==> src/rtl/div_unit_pkg.sv <==
// Shared divider constants: FSM state encodings, default width and EX-stage divide opcodes.
package div_unit_pkg;

  localparam int DIV_W = 32;

  localparam logic [1:0] ST_IDLE     = 2'b00;
  localparam logic [1:0] ST_DIV_ZERO = 2'b01;
  localparam logic [1:0] ST_ON       = 2'b10;
  localparam logic [1:0] ST_END      = 2'b11;

  localparam logic [7:0] EXE_DIV_OP  = 8'b00011010;
  localparam logic [7:0] EXE_DIVU_OP = 8'b00011011;

endpackage

==> src/rtl/div_unit.sv <==
// Iterative restoring divider for DIV/DIVU. It produces one quotient bit per cycle and raises
// busy to stall the pipeline. The result is {remainder, quotient} and is qualified by ready.
module div_unit
  import div_unit_pkg::*;
#(
  parameter int DATA_W = DIV_W
) (
  input  logic                clk,
  input  logic                resetn,
  input  logic                start,
  input  logic                signed_div,
  input  logic [DATA_W-1:0]   a,
  input  logic [DATA_W-1:0]   b,
  input  logic                annul,
  output logic                busy,
  output logic                ready,
  output logic [2*DATA_W-1:0] result
);

  localparam int CNT_W = $clog2(DATA_W);
  localparam logic [CNT_W-1:0] LAST_CNT = CNT_W'(DATA_W - 1);

  logic [1:0]          r_state;
  logic [1:0]          w_state_nxt;
  logic [CNT_W-1:0]    r_cnt;
  logic [DATA_W-1:0]   r_divisor;
  logic [2*DATA_W:0]   r_acc;
  logic                r_signed;
  logic                r_qsign;
  logic                r_rsign;
  logic [2*DATA_W-1:0] r_result;

  logic                w_accept;
  logic                w_a_neg;
  logic                w_b_neg;
  logic [DATA_W-1:0]   w_a_abs;
  logic [DATA_W-1:0]   w_b_abs;
  logic [2*DATA_W:0]   w_shift;
  logic [DATA_W:0]     w_diff;
  logic [2*DATA_W:0]   w_acc_nxt;
  logic [DATA_W-1:0]   w_quot;
  logic [DATA_W-1:0]   w_rem;
  logic [DATA_W-1:0]   w_quot_fix;
  logic [DATA_W-1:0]   w_rem_fix;

  assign w_accept = (r_state == ST_IDLE) & start & ~annul;
  assign w_a_neg  = signed_div & a[DATA_W-1];
  assign w_b_neg  = signed_div & b[DATA_W-1];
  assign w_a_abs  = w_a_neg ? -a : a;
  assign w_b_abs  = w_b_neg ? -b : b;

  // Partial remainder in the upper DATA_W+1 bits, dividend/quotient bits shifting through the lower half.
  assign w_shift    = r_acc << 1;
  assign w_diff     = w_shift[2*DATA_W:DATA_W] - {1'b0, r_divisor};
  assign w_acc_nxt  = w_diff[DATA_W] ? w_shift : {w_diff, w_shift[DATA_W-1:1], 1'b1};
  assign w_quot     = w_acc_nxt[DATA_W-1:0];
  assign w_rem      = w_acc_nxt[2*DATA_W-1:DATA_W];
  assign w_quot_fix = (r_signed & r_qsign) ? -w_quot : w_quot;
  assign w_rem_fix  = (r_signed & r_rsign) ? -w_rem : w_rem;

  always_comb begin
    w_state_nxt = r_state;
    case (r_state)
      ST_IDLE:     if (w_accept) w_state_nxt = (b == '0) ? ST_DIV_ZERO : ST_ON;
      ST_DIV_ZERO: w_state_nxt = ST_END;
      ST_ON:       if (r_cnt == LAST_CNT) w_state_nxt = ST_END;
      ST_END:      w_state_nxt = ST_IDLE;
      default:     w_state_nxt = ST_IDLE;
    endcase
    if (annul) w_state_nxt = ST_IDLE;
  end

  always_ff @(posedge clk or negedge resetn) begin
    if (!resetn) begin
      r_state   <= ST_IDLE;
      r_cnt     <= '0;
      r_divisor <= '0;
      r_acc     <= '0;
      r_signed  <= 1'b0;
      r_qsign   <= 1'b0;
      r_rsign   <= 1'b0;
      r_result  <= '0;
    end else begin
      r_state <= w_state_nxt;
      if (w_accept) begin
        r_acc     <= {{(DATA_W+1){1'b0}}, w_a_abs};
        r_divisor <= w_b_abs;
        r_cnt     <= '0;
        r_signed  <= signed_div;
        r_qsign   <= signed_div & (a[DATA_W-1] ^ b[DATA_W-1]);
        r_rsign   <= signed_div & a[DATA_W-1];
      end
      if ((r_state == ST_ON) && !annul) begin
        r_acc <= w_acc_nxt;
        r_cnt <= r_cnt + 1'b1;
        if (r_cnt == LAST_CNT) r_result <= {w_rem_fix, w_quot_fix};
      end
      if ((r_state == ST_DIV_ZERO) && !annul) r_result <= '0;
    end
  end

  // Gated by resetn so a start held high through reset never stalls the pipeline.
  assign busy   = resetn & (w_accept | (r_state == ST_ON) | (r_state == ST_DIV_ZERO));
  assign ready  = (r_state == ST_END);
  assign result = r_result;

endmodule

==> config.mk <==
export PLATFORM = sky130hd
export DESIGN_NAME = div_unit
export DESIGN_NICKNAME = d
export VERILOG_FILES = /design/src/rtl/div_unit_pkg.sv /design/src/rtl/div_unit.sv
export SDC_FILE = /design/constraint.sdc
export NUM_CORES = 1
export LEC_CHECK = 0
export ABC_CLOCK_PERIOD_IN_PS = 5300
export CORE_MARGIN = 8
export CORE_UTILIZATION = 43
export DETAILED_ROUTE_END_ITERATION = 7
export GPL_TIMING_DRIVEN = 0
export HOLD_SLACK_MARGIN = 0.06
export SETUP_SLACK_MARGIN = 0.05
export SLEW_MARGIN = 20
export SYNTH_ARGS = -nofsm -noshare
export SYNTH_HDL_FRONTEND = slang
export SYNTH_SLANG_ARGS = --single-unit
==> constraint.sdc <==
create_clock -name clk -period 5.3 [get_ports clk]
set_input_delay 1.325 -clock clk [delete_from_list [all_inputs] [get_ports clk]]
set_output_delay 1.325 -clock clk [all_outputs]
set_load 0.05 [all_outputs]
# ---- Word-level counts from Yosys, hierarchy flattened
# Index checks and enable logic that the tools add are counted.
dict set report classes {
  bitwise_logic 12
  eq_ne 6
  n_reduce_logical 10
  addsub 6
  n_mux 17
}
# cell n
set ops {}
lappend ops {{2-to-1 mux 64 bit} 6}
lappend ops {{2-to-1 mux 32 bit} 4}
lappend ops {{negation 32 bit} 4}
lappend ops {{subtractor 33 x 32 -> 33 bit} 1}
lappend ops {{zero test 32 bit} 1}
lappend ops {{2-to-1 mux 5 bit} 2}
lappend ops {{AND 1 bit} 8}
lappend ops {{2-to-1 mux 2 bit} 4}
lappend ops {{one-hot mux 2 bit (4 select lines)} 1}
lappend ops {{!= test 3 bit, second input constant} 2}
lappend ops {{nonzero test 2 bit} 3}
lappend ops {{adder 5 x 1 -> 5 bit, second input constant} 1}
lappend ops {{== test 5 bit, second input constant} 1}
lappend ops {{== test 2 bit, second input constant} 2}
lappend ops {{AND reduction 2 bit} 2}
lappend ops {{== test 2 x 1 -> 1 bit, second input constant} 1}
lappend ops {{logical AND 1 bit} 2}
lappend ops {{zero test 2 bit} 1}
lappend ops {{bitwise OR 1 bit} 2}
lappend ops {{zero test 1 bit} 1}
lappend ops {{NOT 1 bit} 1}
lappend ops {{bitwise XOR 1 bit} 1}
dict set report word_totals {
  ff_bits 170
  input_bits 69
  out_inout_bits 66
}

# ---- Longest topological paths before layout
# Gate-level depths: netlist of the first run.
dict set report logic_depth {
  depth_word 7
  ltp_mapped 26
}

# ---- Least setup slack after synthesis of the first run
# Ideal clock, no wire load.
dict set report synth_path {
  path_type {reg2reg}
  from {reg r_acc[50]}
  to {reg r_result[62] (netlist: result[62])}
  path_stages_with_launch 24
  n_path_buf 4
  required_ns 5.217
  arrival_time_ns 4.719
  period_less_slack_ns 4.802
  setup_slack_ns 0.498
  path_cell_list {dfrtp_1 ha_1 a21oi_1 o211ai_1 a211o_1 a21o_1 o211a_1 inv_1 buf_4 buf_2 buf_2 buf_2 nor2_1 a21oi_1 ha_1 inv_1 or2_2 or4_1 mux2i_1 nand2_1 nor3_1 a41oi_1 xor2_1 o21ai_0}
}
dict set report synth_between {
  elab_chain_len 7
}
# element line_no
set synth_rtl {}
lappend synth_rtl {{start: declaration} div_unit.sv:27} ;# logic [2*DATA_W:0] r_acc;
lappend synth_rtl {{start signal: assignment} div_unit.sv:86} ;# r_acc <= {{(DATA_W+1){1'b0}}, w_a_abs};
lappend synth_rtl {{start signal: assignment} div_unit.sv:94} ;# r_acc <= w_acc_nxt;
lappend synth_rtl {{subtractor 33 x 32 -> 33 bit} div_unit.sv:54} ;# assign w_diff = w_shift[2*DATA_W:DATA_W] - {1'b0, r_divisor};
lappend synth_rtl {{2-to-1 mux 64 bit *} div_unit.sv:55} ;# assign w_acc_nxt = w_diff[DATA_W] ? w_shift : {w_diff, w_shift[DATA_W-1:1], 1'b1};
lappend synth_rtl {{negation 32 bit} div_unit.sv:59} ;# assign w_rem_fix = (r_signed & r_rsign) ? -w_rem : w_rem;
lappend synth_rtl {{2-to-1 mux 32 bit *} div_unit.sv:59}
lappend synth_rtl {{2-to-1 mux 64 bit *} div_unit.sv:96} ;# if (r_cnt == LAST_CNT) r_result <= {w_rem_fix, w_quot_fix};
lappend synth_rtl {{2-to-1 mux 64 bit *} div_unit.sv:93} ;# if ((r_state == ST_ON) && !annul) begin
lappend synth_rtl {{2-to-1 mux 64 bit *} div_unit.sv:98} ;# if ((r_state == ST_DIV_ZERO) && !annul) r_result <= '0;
lappend synth_rtl {{end signal: assignment} div_unit.sv:96}
lappend synth_rtl {{end: declaration} div_unit.sv:31} ;# logic [2*DATA_W-1:0] r_result;
# Mark *: on every way between the ends. The rest lies on a longest branch, timed or not. The select of a mux whose other input is x is not followed.
# A chain may end at the register's enable or synchronous reset.

# ---- Worst setup path after layout of the first run
dict set report layout_path {
  from {reg r_acc[44]}
  to {reg r_result[62] (netlist: result[62])}
}
# The elaborated chain is that of the path after synthesis.

==> summary.txt, run 1 <==
Clock tree
  • Total CTS buffers: 17
  • Clock-pin slew on the worst setup and hold paths: 0.07 ns
  • TritonCTS clock tree: yes
  • Clock latency on the worst-skew pair: 0.45 ns
  • H-tree Lvls: 4
  • CTS Buffer Depth: 2
  • Num Clock Sinks: 170
  • CTS Root Cell: clkbuf_16

Flow run
  • Max-Cap Viols: 0

Setup path
  • CP Launch Type: register
  • Critical path arrival: 5.38 ns
  • CP max FO: 10
  • Crit end category: register
  • Req. time, crit path: 5.61 ns
  • Critical path type: register to register

Power
  • Leakage: 6.16 nW
  • PD cells: 578 nW/um^2
  • Overall power: 8.69 mW
  • Max VDD drop: 289 uV

Synthesis
  • Top cells by area, synth: dfrtp_1 35%, o21ai_0 7.6%, nand2_1 5.6%, xnor2_1 5.6%, a21oi_1 5.1%
  • Synth Cell Area: 12300 um^2
  • Post-Synthesis Cells: 1533
  • Asr flop ratio synth: 100%
  • Synth Flop Type: dfrtp_1
  • Post-synthesis cell type count: 79
  • Synth top area share: 34.6%
  • Yosys warning count: 0
  • Synth Register Bits: 170
  • Syn nets: 1646
  • Dominant cell type by area after synthesis: dfrtp_1
  • EDFF count, synth: 0
  • Post-synthesis sequential area ratio: 34.6%
  • Syn Area/Cell: 8.01 um^2

Timing
  • Setup_tns: 0 ns
  • Final WS setup: 0.231 ns
  • Final Hold Viols: 0
  • Final Cycle Share: 95.6%
  • Clk_skew: 0.0161 ns
  • Slew HR: 31.7%
  • RSZ-0062 raised after global routing: no
  • Max Freq: 197 MHz
  • Finish-stage setup viols: 0
  • Tmin final: 5.07 ns
  • Max-slew violations: 0
  • Tightest Pin Transition: 1.02 ns

Global routing
  • Initial antenna violation count: 5
  • Grt total ovfl: 0
  • Total GRT Usage: 24.1%
  • Largest net degree at the start of global routing: 94
  • First-pass GRT wire length: 64.9 mm
  • Vias in the first global route: 11800

Worst hold path
  • Hold WC Path Type: register to register

Detailed routing
  • DRT Wirelength: 41.2 mm
  • # DRC: 0
  • Antenna Nets Post-Route: 0
  • DR vias: 12000
  • 1st-iter DRT viols: 992
  • Pre-antenna DRT Iters: 6
  • WL/cell: 19.6 um
  • Avg Vias per Cell: 5.72

Layout
  • Fin area: 15000 um^2
  • Commonest non-fill, non-tap cell in the layout: o21ai_0
  • Nets: 1815
  • Finished Core Util: 53.0%
  • Most frequent cells in the layout: 184 x o21ai_0, 183 x nand2_1, 162 x dfrtp_1, 132 x clkdlybuf4s50_1, 130 x nor2_1
  • Filler cells: 2745
  • Layout cells sized above 1: 7.46%
  • Area delta synth->final: 22.5%

Place
  • PortBufs: 133
  • Detail Placement HPWL: 32.3 mm
  • Gpl congestion: 0.942
  • Setup WS pre-CTS: -1.16 ns
  • Dpl cell area: 14100 um^2

Floorplanning
  • Core area: 28400 um^2
  • Die H: 185 um
  • Initial Util: 43.2%
  • DIE WIDTH: 185 um
  • # IOs: 135
  • # rows: 62
  • Die area: 34200 um^2

Outcome
  • Outcome: finished clean
[metrics by stage]
stage	hold WS [ns]	instances
after floorplan	0.449	1533
after global placement	0.462	2050
after detailed placement	0.469	2051
after CTS	0.486	2093
after global routing	0.499	2099
final	0.476	2102
[cells in the mapped netlist (5+ instances only)]
master and n:
a211oi_1 5, a21o_1 16, a21oi_1 125, a22oi_1 12, a31oi_1 18, and2_1 11, and3_1 7, buf_1 5
buf_2 18, clkbuf_1 63, dfrtp_1 170, ha_1 43, inv_1 60, mux2i_1 19, nand2_1 184, nand2b_1 12
nand3_1 56, nand3b_1 5, nand4_1 14, nor2_1 130, nor3_1 41, nor4_1 21, o211ai_1 7, o21a_1 8
o21ai_0 187, o21ai_1 5, o221ai_1 5, o22ai_1 18, o31ai_1 21, o41ai_1 8, or3_1 12, or4_1 9
xnor2_1 78, xor2_1 58
[timing repair]
| action | CTS | global route |
|---|---|---|
| hold buffers | 0 | 0 |
| resized for setup | 32 | 29 |
| pin swaps | 5 | 7 |
| setup endpoints to repair | 21 | 8 |
| setup buffers | 10 | 7 |
[logic make-up (layout without fill, tap and decap cells)]
group	Yosys count	in the layout	synth area share, %
AO/OA/AOI/OAI	484	484	23.9
other	0	3	0
adder cells (fa/ha/maj)	44	44	4.55
XOR/XNOR	137	137	9.83
flip-flops	170	170	34.6
buffers and inverters	151	333	5.04
multiplexers	22	22	1.92
AND/OR/NAND/NOR	525	525	20.1
[flip-flops by register name, indices dropped and copies added, names as in the netlist]
name,flops
r_acc,64
r_cnt,5
r_divisor,32
r_qsign,1
r_rsign,1
r_signed,1
r_state,2
result,64
[where the power goes]
| group | leakage (nW) | internal [mW] | switching, mW | total, mW |
|---|---|---|---|---|
| registers | 2.22 | 1.63 | 0.401 | 2.03 |
| clock network | 0.280 | 0.629 | 0.625 | 1.25 |
| logic | 3.65 | 2.04 | 3.36 | 5.40 |
[worst max-delay path, stage by stage (launching register included)]
cell and delay [ns]:
dfrtp_1 0.48, ha_2 0.44, nand2_1 0.18, nor3_4 0.25, o31ai_4 0.13, buf_4 0.16
a211o_1 0.26, o211a_4 0.16, inv_2 0.10, buf_12 0.13, buf_12 0.14, buf_12 0.15
nor2_1 0.07, a21oi_4 0.15, ha_2 0.20, inv_1 0.05, or2_2 0.31, or4_1 0.50
mux2i_1 0.20, nand2_1 0.13, nor3_4 0.28, a41oi_2 0.16, xor2_1 0.21, o21ai_1 0.08
[final timing paths]
check	from	endpoint	slack [ns]	cells past startpoint
max	r_acc[44]$_DFFE_PN0P_	result[62]$_DFFE_PN0P_	0.23	23
min	result[51]$_DFFE_PN0P_	result[51]$_DFFE_PN0P_	0.48	2
max reg2reg	r_acc[44]$_DFFE_PN0P_	result[62]$_DFFE_PN0P_	0.23	23
min reg2reg	result[51]$_DFFE_PN0P_	result[51]$_DFFE_PN0P_	0.48	2
max in group asynchronous	resetn	r_acc[31]$_DFFE_PN0P_	3.51	2
min in group asynchronous	resetn	result[54]$_DFFE_PN0P_	0.84	1
[metal layers]
metal  vias to the layer above  GRT usage, %  share of wire, %
li1                       5845             -                 -
met1                      5660          30.2                43
met2                       429          41.2                48
met3                        75          4.12               6.0
met4                         4          8.67               2.9
met5                         -             0             0.053
[cell type report]
| cell class | instances | area [um^2] | area share, % |
|---|---|---|---|
| antenna | 3 | 7.51 | 0.0499 |
| buffer | 90 | 455 | 3.03 |
| clock buffer | 17 | 425 | 2.83 |
| clock inverter | 15 | 158 | 1.05 |
| inverter | 60 | 228 | 1.51 |
| multi-input combinational | 1212 | 7530 | 50.1 |
| sequential | 170 | 4260 | 28.3 |
| tap | 384 | 480 | 3.19 |
| timing repair buffer | 151 | 1490 | 9.91 |
No activity file was read; power rests on OpenSTA's default activity.
==> run 2: changes to the inputs <==
--- a/config.mk
+++ b/config.mk
@@ -7,7 +7,7 @@
 export LEC_CHECK = 0
 export ABC_CLOCK_PERIOD_IN_PS = 5300
 export CORE_MARGIN = 8
-export CORE_UTILIZATION = 43
+export CORE_UTILIZATION = 25
 export DETAILED_ROUTE_END_ITERATION = 7
 export GPL_TIMING_DRIVEN = 0
 export HOLD_SLACK_MARGIN = 0.06
==> run 2 against run 1 <==
  * Clock power up 4%
  * Global-route usage down 9.1 points
  * Maximum frequency down 0.89%
  * Routed wire length up 5.3%
  * Core utilization down 21 points
  * Critical endpoint is now result[46]$_DFFE_PN0P_
==> summary.txt, run 2 (synthesized netlist as in run 1, its figures left out) <==
Global routing
  • Total GRT Usage: 15.0% (was 24.1%)
  • Largest net degree at the start of global routing: 88 (was 94)
  • First-pass GRT wire length: 67.0 mm (was 64.9 mm)
  • Vias in the first global route: 11400 (was 11800)
  • Initial antenna violation count: 8 (was 5)
  • Grt total ovfl: 0 (unchanged)

Detailed routing
  • DRT Wirelength: 43.4 mm (was 41.2 mm)
  • Antenna Nets Post-Route: 0 (unchanged)
  • DR top layer: met5 (unchanged)
  • WL/cell: 18.2 um (was 19.6 um)
  • Avg Vias per Cell: 5.05 (was 5.72)
  • Met2 WL: 20.0 mm (was 19.8 mm)
  • 1st-iter DRT viols: 1158 (was 992)
  • Routed met3 length: 3.03 mm (was 2.46 mm)
  • DR vias: 12000 (about the same)
  • # DRC: 0 (unchanged)
  • M1 WL: 19.1 mm (was 17.7 mm)
  • Pre-antenna DRT Iters: 6 (unchanged)

Clock tree
  • Clock latency on the worst-skew pair: 0.47 ns (was 0.45 ns)
  • TritonCTS clock tree: yes (unchanged)
  • Clock-pin slew on the worst setup and hold paths: 0.07 ns (about the same)
  • H-tree Lvls: 4 (unchanged)
  • Total CTS buffers: 17 (unchanged)
  • Num Clock Sinks: 170 (unchanged)
  • CTS Buffer Depth: 2 (unchanged)
  • CTS Hold Bufs: 0 (unchanged)
  • CTS Root Cell: clkbuf_16 (unchanged)

Timing
  • Setup_tns: 0 ns (unchanged)
  • Fin Hold WS: 0.480 ns (was 0.476 ns)
  • Tightest Pin Transition: 1.02 ns (about the same)
  • Tmin final: 5.11 ns (was 5.07 ns)
  • Max Freq: 196 MHz (was 197 MHz)
  • Finish-stage setup viols: 0 (unchanged)
  • Clk_skew: 0.0169 ns (was 0.0161 ns)
  • Max-slew violations: 0 (unchanged)
  • Final Hold Viols: 0 (unchanged)
  • Final Cycle Share: 96.5% (was 95.6%)
  • Slew HR: 32.0% (was 31.7%)

Power
  • Max VDD drop: 306 uV (was 289 uV)
  • PD cells: 572 nW/um^2 (was 578 nW/um^2)
  • Leakage: 6.13 nW (was 6.16 nW)

Layout
  • Most frequent cells in the layout: 185 x o21ai_0, 182 x nand2_1, 158 x dfrtp_1, 132 x clkdlybuf4s50_1, 130 x nor2_1 (was 184 x o21ai_0, 183 x nand2_1, 162 x dfrtp_1, 132 x clkdlybuf4s50_1, 130 x nor2_1)
  • Layout cells sized above 1: 7.71% (was 7.46%)
  • Nets: 1813 (was 1815)
  • Area delta synth->final: 25.1% (was 22.5%)
  • Commonest non-fill, non-tap cell in the layout: o21ai_0 (unchanged)

Floorplanning
  • Die area: 56500 um^2 (was 34200 um^2)
  • Initial Util: 25.2% (was 43.2%)
  • Die H: 238 um (was 185 um)
  • # rows: 81 (was 62)
  • # IOs: 135 (unchanged)
  • DIE WIDTH: 238 um (was 185 um)
  • Core area: 48700 um^2 (was 28400 um^2)

Place
  • Gpl congestion: 0.944 (was 0.942)
  • PortBufs: 133 (unchanged)
  • Detail Placement HPWL: 34.7 mm (was 32.3 mm)

Setup path
  • Crit-path max cell delay: 0.52 ns (was 0.50 ns)
  • Req. time, crit path: 5.64 ns (was 5.61 ns)
  • CP Launch Type: register (unchanged)
  • Crit end category: register (unchanged)
  • Number of buffers and inverters on the critical path: 8 (was 6)
  • Slowest cell on crit path: or4_4 (was or4_1)
  • Crit-path leading delay family: simple AND/OR/NAND/NOR gates (unchanged)
  • CP max FO: 10 (unchanged)
  • Critical path arrival: 5.45 ns (was 5.38 ns)
  • Critical path type: register to register (unchanged)

Flow run
  • Max-Cap Viols: 0 (unchanged)

Outcome
  • Outcome: finished clean (unchanged)

Worst hold path
  • Hold WC Path Type: register to register (unchanged)
==> run 2: cell types whose count changed in the layout (fill, tap and decap cells not counted), moves of 2 or more <==
cell,before,now
inv_6,2,4
buf_4,19,21
inv_1,58,60
ha_4,3,1
inv_8,4,0
bufinv_16,0,2
ha_2,3,6
clkinv_8,3,0
buf_12,3,1
dfrtp_2,8,12
dfrtp_1,162,158
==> run 2: path summary, 6_finish.rpt <==
path                                   startpoint                         to  slack, ns  depth (start not counted)
max in group asynchronous                  resetn  r_divisor[21]$_DFFE_PN0P_       3.63                          2
min reg2reg                result[46]$_DFFE_PN0P_     result[46]$_DFFE_PN0P_       0.48                          2
min in group asynchronous                  resetn      result[9]$_DFFE_PN0P_       0.82                          1
max reg2reg                 r_acc[39]$_DFFE_PN0P_     result[46]$_DFFE_PN0P_       0.19                         25
max                         r_acc[39]$_DFFE_PN0P_     result[46]$_DFFE_PN0P_       0.19                         25
min                        result[46]$_DFFE_PN0P_     result[46]$_DFFE_PN0P_       0.48                          2
==> run 2: final cells by class <==
type / count / area (um^2)
flip-flops and latches: 170 / 4270
repair buffers: 149 / 1480
fillers: 5107 / 33400
clock buffers: 20 / 447
multi-input cells: 1212 / 7530
plain buffers: 90 / 440
clock inverters: 12 / 138
inverters: 60 / 225
well taps: 664 / 831
diodes: 3 / 7.51
==> run 2: metal layers <==
metal / up-vias / GRT usage, %
met5: - / 0
met4: 12 / 5.69
met3: 69 / 3.23
met2: 409 / 24.1
met1: 5703 / 19.5
li1: 5829 / -
==> run 2: tightest hold or removal path, delay by kind of cell, from the launching register on <==
kind | cells | cell delay, ns
flops | 1 | 0.34
compound gates | 1 | 0.06
simple gates | 1 | 0.05
==> run 2: timing repair <==
item | CTS | global route
gates resized for setup | 18 | 45
pin swaps | 3 | 8
endpoints found under the setup margin | 13 | 12
buffers inserted | 10 | 5
cloned | 0 | 0
==> run 2: stage by stage <==
step / power [mW] / cell area [um^2] / util (%) / instances / worst slack [ns]
floorplan: 5.63 / 12300 / - / 1533 / 0.498
global route: 9.43 / 15400 / 31.5 / 2377 / -0.0143
global placement: 6.94 / 14400 / 29.6 / 2330 / -5.08
finish: 8.79 / 15400 / 31.5 / 2380 / 0.186
detailed placement: 7.03 / 14500 / 29.7 / 2331 / -0.851
CTS: 8.52 / 15200 / 31.2 / 2373 / 0.0691
==> run 2: where the power goes <==
part | internal, mW | leakage (nW) | switching, mW
Combinational | 2.06 | 3.63 | 3.36
Clock | 0.712 | 0.282 | 0.584
Sequential | 1.64 | 2.22 | 0.437
Total | 4.41 | 6.13 | 4.38
